## src/rtl/sfr_pkg.sv

```systemverilog
// rtl/sfr_pkg.sv - shared constants for the adder and subtractor SFRs
package sfr_pkg;

  localparam int SFR_SIZE  = 32;
  localparam int SFR_CNT_W = 8;

  localparam logic [0:0] ST_IDLE = 1'b0;
  localparam logic [0:0] ST_RUN  = 1'b1;

endpackage

```

## src/rtl/add_sfr.sv

```systemverilog
// rtl/add_sfr.sv - accumulating adder SFR with single add and N-times run
module add_sfr
  import sfr_pkg::*;
#(
  parameter int SIZE  = SFR_SIZE,
  parameter int CNT_W = SFR_CNT_W
) (
  input  logic             clk,
  input  logic             rst_n,
  input  logic             ld,
  input  logic             add,
  input  logic             start,
  input  logic [SIZE-1:0]  D,
  input  logic [SIZE-1:0]  A,
  input  logic [CNT_W-1:0] N,
  output logic [SIZE-1:0]  Q,
  output logic             busy,
  output logic             done,
  output logic             ovf
);

  logic [0:0]       state;
  logic [CNT_W-1:0] count;
  logic [SIZE-1:0]  a_lat;
  logic [SIZE-1:0]  operand;
  logic [SIZE:0]    sum;

  // One shared adder: the live addend in IDLE, the latched one during a run.
  always_comb begin
    operand = (state == ST_RUN) ? a_lat : A;
    sum     = {1'b0, Q} + {1'b0, operand};
  end

  always_ff @(posedge clk or negedge rst_n) begin
    if (!rst_n) begin
      state <= ST_IDLE;
      count <= '0;
      a_lat <= '0;
      Q     <= '0;
      busy  <= 1'b0;
      done  <= 1'b0;
      ovf   <= 1'b0;
    end else begin
      done <= 1'b0;
      if (ld) begin
        Q     <= D;
        ovf   <= 1'b0;
        state <= ST_IDLE;
        busy  <= 1'b0;
      end else if (state == ST_IDLE) begin
        if (start) begin
          a_lat <= A;
          count <= N;
          if (N == '0) begin
            done <= 1'b1;
          end else begin
            state <= ST_RUN;
            busy  <= 1'b1;
          end
        end else if (add) begin
          Q   <= sum[SIZE-1:0];
          ovf <= ovf | sum[SIZE];
        end
      end else begin
        Q     <= sum[SIZE-1:0];
        ovf   <= ovf | sum[SIZE];
        count <= count - 1'b1;
        if (count == {{(CNT_W-1){1'b0}}, 1'b1}) begin
          state <= ST_IDLE;
          busy  <= 1'b0;
          done  <= 1'b1;
        end
      end
    end
  end

endmodule

```

## config.mk

```make
export PLATFORM = sky130hd
export DESIGN_NAME = add_sfr
export DESIGN_NICKNAME = d
export VERILOG_FILES = /design/src/rtl/sfr_pkg.sv /design/src/rtl/add_sfr.sv
export SDC_FILE = /design/constraint.sdc
export NUM_CORES = 1
export LEC_CHECK = 0
export BUFFER_PORTS_ARGS = -buffer_cell sky130_fd_sc_hd__buf_2
export CAP_MARGIN = 10
export CELL_PAD_IN_SITES_DETAIL_PLACEMENT = 2
export CELL_PAD_IN_SITES_GLOBAL_PLACEMENT = 2
export CORE_ASPECT_RATIO = 2
export CORE_UTILIZATION = 32
export DETAILED_ROUTE_END_ITERATION = 12
export PLACE_DENSITY = 0.87
export SLEW_MARGIN = 20
export SYNTH_ARGS = -nofsm -noshare
export SYNTH_HDL_FRONTEND = slang
export SYNTH_SLANG_ARGS = --single-unit
```

## constraint.sdc

```tcl
create_clock -name clk -period 6.5 [get_ports clk]
set_input_delay 0 -clock clk [delete_from_list [all_inputs] [get_ports clk]]
set_output_delay 0 -clock clk [all_outputs]
set_load 0.05 [all_outputs]
```

==> After elaboration in Yosys (flattened, before gate mapping) <==
Index checks and enable logic that the tools add are counted.
{ "word_totals": {"ff_bits": 76, "input_bits": 77, "output_inout_bits": 35, "wordCells": 50} }
{ "classes": {"n_addsub": 2, "eq_ne": 4, "muxes": 26, "n_bitwise": 3, "n_reduce_logical": 8} }
{ "op_table": {"columns": ["cell", "n"], "rows": [
  ["32-bit two-way mux", 5],
  ["32-bit by 32-bit adder with 33-bit output", 1],
  ["1-bit two-way mux", 19],
  ["8-bit two-way mux", 2],
  ["8-bit by 1-bit equality test with 1-bit output (second input constant)", 1],
  ["8-bit logical NOT", 1],
  ["8-bit by 1-bit subtractor with 8-bit output (second input constant)", 1],
  ["3-bit by 2-bit != test with 1-bit output (second input constant)", 2],
  ["3-bit AND reduction", 2],
  ["3-bit nonzero test", 2],
  ["2-bit AND reduction", 2],
  ["3-bit != test (second input constant)", 1],
  ["1-bit inverter", 2],
  ["2-bit nonzero test", 1],
  ["1-bit bitwise OR", 1]
]} }

==> Longest topological paths before layout <==
Gate-level depths: netlist of the first run.
{ "depth": {"ltp_word": 7, "depth_mapped": 13} }

==> Least setup slack after synthesis of the first run <==
Ideal clock, no wire load.
{ "synth_timing": {"path_type": "register -> register", "startpoint": "register state", "endpoint": "register Q[28]", "setup_ps": 120, "t_arrival_ps": 3092, "t_required_ps": 6380, "setup_slack_ps": 3289, "path_stages_with_launch": 14, "n_path_buf": 3, "period_less_slack_ps": 3211, "cell_sequence": "dfrtp_1 -> buf_1 -> clkbuf_1 -> mux2_2 -> ha_1 -> buf_2 -> a21oi_2 -> o21ai_1 -> a31oi_1 -> o21ai_1 -> a21oi_2 -> o21ba_1 -> or4_1 -> and3_1"} }
{ "synth_via": {"elab_chain_len": 6, "elab_cells_between_ends": 9, "classes_between": "1 x add/sub; 1 x eq/ne; 5 x mux; 2 x reduce/logical"} }
{ "synth_lines": {"columns": ["item", "line_no", "source"], "rows": [
  ["start: declaration", "add_sfr.sv:22", "logic [0:0] state;"],
  ["start signal: assignment", "add_sfr.sv:36", "state <= ST_IDLE;"],
  ["start signal: assignment", "add_sfr.sv:48", "state <= ST_IDLE;"],
  ["start signal: assignment", "add_sfr.sv:57", "state <= ST_RUN;"],
  ["32-bit two-way mux", "add_sfr.sv:30", "operand = (state == ST_RUN) ? a_lat : A;"],
  ["32-bit by 32-bit adder with 33-bit output", "add_sfr.sv:31", "sum = {1'b0, Q} + {1'b0, operand};"],
  ["32-bit two-way mux", "add_sfr.sv:60", "end else if (add) begin"],
  ["32-bit two-way mux", "add_sfr.sv:51", "if (start) begin"],
  ["32-bit two-way mux", "add_sfr.sv:50", "end else if (state == ST_IDLE) begin"],
  ["32-bit two-way mux", "add_sfr.sv:45", "if (ld) begin"],
  ["end signal: assignment", "add_sfr.sv:61", "Q <= sum[SIZE-1:0];"],
  ["end signal: assignment", "add_sfr.sv:65", "Q <= sum[SIZE-1:0];"],
  ["end: declaration", "add_sfr.sv:16", "output logic [SIZE-1:0] Q,"]
]} }
Several ways; a longest one is shown, not always the timed one. The select of a mux whose other input is x is not followed.
A chain may end at the register's enable or synchronous reset.

==> Worst setup path in the final report of the first run <==
{ "layout_timing": {"startpoint": "register state", "endpoint": "register Q[10]"} }
The elaborated chain is that of the path after synthesis.

==> results.toml, run 1 <==
[outcome]
status = "complete, no violations"

[critical_path]
worstRegToRegCells = 11
critPathMaxStageDelay_ps = 860
arrival_ps = 3990
cp-end-kind = "register"
r2r_start = "state$_DFF_PN0_"
reg2reg_to = "Q[10]$_DFFE_PN0P_"
r2r_setup_slack_ps = 2740
required_ps = 6720
cp_max_fo = 49
crit_path_top_delay_cell = "dfrtp_4"
critPathKind = "reg -> reg"
crit_path_start_kind = "register"
crit_chain = "mux2_2 > ha_1 > fa_1 > a211oi_1 > o21ai_2 > and3_1 > o21ai_0 > nand2b_1 > a31oi_1 > nor3_1 > a221o_1"

[timing]
relSlewSlack = 0.300
hold_viol = 0
finClkSkew_ps = 9.82
finalWorstSetupSlack_ps = 2740
post-route-period-util = 0.579
min_period_ps = 3760
rsz0062_at_grt = "no"
final.setup.tns_ps = 0
drv_slew = 0
finalSetupViolCount = 0
timing.fmax_ghz = 0.266
worst_slew_pin_slew_ps = 1050

[placement]
io_buffers = 111
dp_slack_ps = 2540
gp_congestion = 0.883
dpl_cell_area_um2 = 5950
hpwl_um = 15200

[detailed_routing]
antenna_left = 0
vias = 5575
routedWlPerCell_um = 23.3
detail_route.drc_violations = 0
dr.first_iter.drc_count = 206
first_pass_iters = 4
wl_um = 22600
via_per_inst = 5.75

[floorplanning]
start_util = 0.329
die-area_um2 = 16900
ios = 112
die_w_um = 92.3
core-area_um2 = 15900
die_height_um = 183
num_rows = 65

[final_layout]
drive_above_1_share = 0.229
register_area_um2 = 1910
syn_to_final_growth_pct = 30.1
multi_input_area_um2 = 3160
nFillCells = 1791
fin_util = 0.428
final_cell_area_um2 = 6800
num_antenna_cells = 0
layout.nets = 877

[global_routing]
grt_first_pass_wirelength_um = 35700
track_usage = 0.280
grt_pass1_vias = 6600
antenna_found_initial = 0
grt_max_degree = 77
overflow = 0

[cts]
clk_pin_slew_ps = 60
tritoncts = "yes"
cts_resized = 0
clock_latency_ps = 350
cts_buffer_depth = 2
clock_sinks = 76
cts_buffers = 9
cts_root_buf = "clkbuf_16"
htreeDepth = 3

[hold_path]
hold_path_depth = 3
worstHoldEndpoint = "count[4]$_DFFE_PN0P_"
hp-class = "in -> reg"
min_from = "N[4]"

[pwr]
p_sw_frac = 0.511
p_clk_frac = 0.161
internal-power_uw = 1590
power.net_switching_uw = 1660
total_leakage_power_uw = 0.00318
sequentialPowerShare = 0.246
p_per_area_nw_per_um2 = 478
vdd_drop_max_mv = 0.294
p_comb_frac = 0.594

[logic_synthesis]
ys_ff_latch = 76
synth_area_per_cell_um2 = 8.49
synthFlopType = "dfrtp_1"
synth_area_um2 = 5220
syn_nets = 727
synth_warnings = 0
async_reset_ff_frac = 1.00
syn_inst = 615
yosysTopAreaCellShare = 0.364
synth-edff-count = 0
yosysTopAreaCell = "dfrtp_1"
synth_cell_types = 60
ys_seq_area_frac = 0.364
synth_area_leaders = "dfrtp_1, nand2_1, ha_1"

[job]
cap_viol_max_count = 0
==> area by class of cell <==
class	count	share of cell area
multi-input combinational	496	0.465
inverter	13	0.00718
clock inverter	2	0.00516
sequential	76	0.280
clock buffer	13	0.0383
timing repair buffer	169	0.167
tap	201	0.0370
==> per-stage QoR <==
step                      total power (uW)  std cells  hold WS [ps]
after global placement                2540        901           207
after detailed placement              2630        901           212
after global routing                  3420        970          46.5
final                                 3250        970          1.11
after floorplan                       2090        615          -296
after CTS                             3220        969          2.20
==> power by group through the flow <==
stage / clock network, uW / registers [uW] / logic, uW
finish: 521 / 797 / 1930
global route: 545 / 814 / 2060
CTS: 531 / 790 / 1900
detailed placement: 0 / 792 / 1840
global placement: 0 / 780 / 1760
floorplan: 0 / 1070 / 1020
==> cells by family after synthesis <==
| family | count (synthesis) | share of synthesized area |
|---|---|---|
| flip-flops | 76 | 0.364 |
| buffers and inverters | 43 | 0.0314 |
| XOR/XNOR | 21 | 0.0352 |
| AND/OR/NAND/NOR | 228 | 0.195 |
| multiplexers | 36 | 0.0766 |
| AO/OA/AOI/OAI | 176 | 0.212 |
| adder cells (fa/ha/maj) | 35 | 0.0853 |
==> placed cells by master (no fill, tap or decap), drive strengths merged, types with 4 or more instances in the layout <==
cell / netlist / final
nor4: 7 / 7
inv: 13 / 13
nand3: 17 / 17
clkbuf: 25 / 13
a21o: 13 / 13
ha: 34 / 34
nand4: 6 / 6
dfrtp: 76 / 76
a22oi: 8 / 8
o21ai: 44 / 44
and3: 9 / 9
a21oi: 52 / 52
mux2i: 4 / 4
buf: 5 / 115
a31oi: 8 / 8
mux2: 32 / 32
a2111oi: 4 / 4
nand2: 131 / 131
nor2: 33 / 33
xor2: 9 / 9
o22ai: 13 / 13
o21a: 5 / 5
xnor2: 12 / 12
a211oi: 7 / 7
nor3: 10 / 10
dlygate4sd3: 0 / 54
==> worst max-delay path: cells and delay by family (launching register included) <==
kind	cells	cell delay, ps
compound gates	5	1270
mux	1	420
simple gates	3	420
flops	1	860
fa+ha+maj	2	650
==> state kept, by name (all words and copies together) (netlist names) <==
register and count:
count 8, Q 32, busy 1, a_lat 32, done 1, state 1, ovf 1
==> worst max-delay path by stage <==
| stage | endpoint | slack [ps] | startpoint | cells after the start |
|---|---|---|---|---|
| after floorplan | Q[28]$_DFFE_PN0P_ | 3290 | state$_DFF_PN0_ | 13 |
| after global placement | ovf$_DFFE_PN0P_ | 2730 | state$_DFF_PN0_ | 11 |
| after detailed placement | Q[10]$_DFFE_PN0P_ | 2540 | state$_DFF_PN0_ | 11 |
| after CTS | Q[10]$_DFFE_PN0P_ | 2530 | state$_DFF_PN0_ | 11 |
| after global routing | ovf$_DFFE_PN0P_ | 2510 | state$_DFF_PN0_ | 11 |
| final | Q[10]$_DFFE_PN0P_ | 2740 | state$_DFF_PN0_ | 11 |
==> cell usage after synthesis, types with 5 or more instances <==
master and instances:
a211oi_1 7, a21o_1 13, a21oi_1 50, a22oi_1 8, a31oi_1 8, and3_1 9
clkbuf_1 25, dfrtp_1 76, ha_1 34, inv_1 13, mux2_2 32, nand2_1 131
nand3_1 16, nand4_1 5, nor2_1 33, nor3_1 10, nor4_1 7, o21a_1 5
o21ai_0 36, o21ai_1 7, o22ai_1 13, xnor2_1 12, xor2_1 9
==> metal layers <==
layer  wire length, um  part of all wire  track usage
met2             12700              0.56        0.537
met4              1370             0.061        0.188
met5                 0                 0            0
met1              7810              0.35        0.267
met3               716             0.032       0.0392
==> what timing repair did <==
item                      in CTS  in global routing
buffers inserted               0                  0
hold buffers                  53                  1
hold endpoints to repair     128                  1
No activity file was read; power rests on OpenSTA's default activity.
==> run 2: changes to the inputs <==
--- a/config.mk
+++ b/config.mk
@@ -5,14 +5,15 @@
 export SDC_FILE = /design/constraint.sdc
 export NUM_CORES = 1
 export LEC_CHECK = 0
+export ABC_AREA = 1
 export BUFFER_PORTS_ARGS = -buffer_cell sky130_fd_sc_hd__buf_2
 export CAP_MARGIN = 10
 export CELL_PAD_IN_SITES_DETAIL_PLACEMENT = 2
 export CELL_PAD_IN_SITES_GLOBAL_PLACEMENT = 2
 export CORE_ASPECT_RATIO = 2
-export CORE_UTILIZATION = 32
+export CORE_UTILIZATION = 30
 export DETAILED_ROUTE_END_ITERATION = 12
-export PLACE_DENSITY = 0.87
+export PLACE_DENSITY = 0.88
 export SLEW_MARGIN = 20
 export SYNTH_ARGS = -nofsm -noshare
 export SYNTH_HDL_FRONTEND = slang
==> constraint.sdc (replaced) <==
create_clock -name clk -period 3.7 [get_ports clk]
set_input_delay 0 -clock clk [delete_from_list [all_inputs] [get_ports clk]]
set_output_delay 0 -clock clk [all_outputs]
set_load 0.05 [all_outputs]
==> run 2 against run 1 <==
Sequential power increased by 67%. Via count increased by 31%. Worst setup slack got worse by 2000 ps. Wire length increased by 27%. First-iteration DRC count decreased by 16%. Combinational power increased by 89%. Fmax increased by 25%.
==> results.toml, run 2 <==
[cts]
clock_latency_ps = 370
clock_sinks = 76
cts_buffers = 9
cts_root_buf = "clkbuf_16"
htreeDepth = 3
clk_pin_slew_ps = 60
tritoncts = "yes"
cts_buffer_depth = 2

[timing]
final.setup.tns_ps = 0
drv_slew = 0
timing.fmax_ghz = 0.332
post-route-period-util = 0.814
finalWorstSetupSlack_ps = 689
finClkSkew_ps = 13.9
holdWs_ps = 3.38
rsz0062_at_grt = "no"
hold_viol = 0
finalSetupViolCount = 0
relSlewSlack = 0.364
worst_slew_pin_slew_ps = 953
min_period_ps = 3010

[detailed_routing]
detail_route.drc_violations = 0
vias = 7306
wl_um = 28700
routedWlPerCell_um = 19.7
first_pass_iters = 4
dr.first_iter.drc_count = 173
antenna_left = 0
via_per_inst = 5.03

[logic_synthesis]
synthTopCellsByCount = "nand2_1, inv_1, nor2_1, o21ai_0, dfrtp_1"
syn_nets = 1126
async_reset_ff_frac = 1.00
synth-edff-count = 0
yosysMostFrequentCell = "nand2_1"
synth_area_leaders = "dfrtp_1, nand2_1, inv_1"
synth_area_per_cell_um2 = 6.22
ys_seq_area_frac = 0.301
synth_cell_types = 43
synth_warnings = 0
syn_inst = 1014
synth_area_um2 = 6310
yosysTopAreaCell = "dfrtp_1"
ys_ff_latch = 76
synthFlopType = "dfrtp_1"
yosysTopAreaCellShare = 0.301

[global_routing]
grt_pass1_vias = 8424
grt_max_degree = 67
antenna_found_initial = 2
overflow = 0
grt_first_pass_wirelength_um = 44500
track_usage = 0.272

[floorplanning]
core-area_um2 = 20600
die-area_um2 = 21700
die_w_um = 105
start_util = 0.307
ios = 112
die_height_um = 207
num_rows = 74

[pwr]
power.net_switching_uw = 3250
total_leakage_power_uw = 0.00439
p_per_area_nw_per_um2 = 737
internal-power_uw = 2680
p_comb_frac = 0.614
p_clk_frac = 0.162
vdd_drop_max_mv = 0.298
p_total_uw = 5930
p_sw_frac = 0.548
sequentialPowerShare = 0.225

[final_layout]
final_common_cell = "nand2_1"
syn_to_final_growth_pct = 27.6
layout.nets = 1290
reg_top3 = "Q (32), a_lat (32), count (8)"
drive_above_1_share = 0.148
fin_cells = 1452
mostFrequentLayoutCells = "nand2_1, inv_1, buf_2"

[critical_path]
arrival_ps = 3300
cp-end-kind = "register"
critPathKind = "reg -> reg"
startpoint = "state$_DFF_PN0_"
cp_max_fo = 27
crit_path_start_kind = "register"
r2r_start = "state$_DFF_PN0_"
required_ps = 3990

[placement]
io_buffers = 111
dpl.cell_count = 1371
dp_slack_ps = 735
hpwl_um = 20900
gp_congestion = 0.900

[job]
cap_viol_max_count = 0

[hold_path]
hp-class = "in -> reg"
min_from = "D[27]"

[outcome]
status = "complete, no violations"
-- run 2: changes by cell type after synthesis, moves of 13 or more --
cell	before	now
nor2_1	33	92
inv_1	13	166
o21ai_0	36	84
nand2_1	131	361
nand3_1	16	40
mux2_2	32	0
a21o_1	13	0
a21oi_1	50	36
nand2_2	0	13
clkbuf_1	25	11
-- run 2: cell type report --
| class | instances | area [um^2] |
|---|---|---|
| clock buffer | 11 | 243 |
| timing repair buffer | 181 | 1240 |
| fill | 2580 | 12500 |
| multi-input combinational | 740 | 3630 |
| sequential | 76 | 1900 |
| antenna | 3 | 7.51 |
| tap | 266 | 333 |
| clock inverter | 5 | 60.1 |
| inverter | 170 | 638 |
-- run 2: logic make-up (layout without fill, tap and decap cells) --
group	Yosys count	count (layout)	synth area share
AO/OA/AOI/OAI	157	157	0.138
XOR/XNOR	11	11	0.0153
adder cells (fa/ha/maj)	35	35	0.0706
buffers and inverters	198	367	0.124
flip-flops	76	76	0.301
other	0	3	0
AND/OR/NAND/NOR	537	537	0.351
-- run 2: per-layer routing --
metal	global-route usage	up-vias	wire (um)
met5	0	-	0
met4	0.231	0	2510
met3	0.0305	96	620
met2	0.525	190	15800
met1	0.244	3547	9740
li1	-	3473	-
-- run 2: worst paths after layout --
check,endpoint,slack (ps),cells past startpoint
max in group asynchronous,Q[8]$_DFFE_PN0P_,2550,3
hold reg to reg,a_lat[31]$_DFFE_PN0P_,490,2
setup reg to reg,Q[11]$_DFFE_PN0P_,690,11
hold / removal,Q[27]$_DFFE_PN0P_,3,5
setup / recovery,Q[11]$_DFFE_PN0P_,690,11
min in group asynchronous,count[3]$_DFFE_PN0P_,220,2
-- run 2: timing repair --
item	4_1_cts	5_1_grt
buffers inserted	0	0
hold buffers	62	0
resized for setup	0	0
endpoints found under the hold margin	106	0
-- run 2: power groups by stage --
stage,combinational (uW),clock [uW],sequential (uW)
after floorplan,2000,0,1750
after global placement,3380,0,1320
after detailed placement,3530,0,1340
after CTS,3630,975,1320
after global routing,3990,1000,1360
final,3640,960,1330
-- run 2: worst max-delay path, cell delays in order (launching register included) --
cell      delay, ps
dfrtp_2         540
buf_4           290
o21ai_0         460
ha_1            410
nand2_2         130
inv_1            80
nand2_1          70
nand2_1          70
nand3b_2        300
xor2_1          310
nor2_1          120
o21ai_1         150
-- run 2: through the flow --
| step | instance area [um^2] | utilization |
|---|---|---|
| CTS | 8040 | 0.391 |
| finish | 8050 | 0.392 |
| detailed placement | 7120 | 0.346 |
| floorplan | 6310 | - |
| global placement | 7120 | 0.346 |
| global route | 8050 | 0.392 |
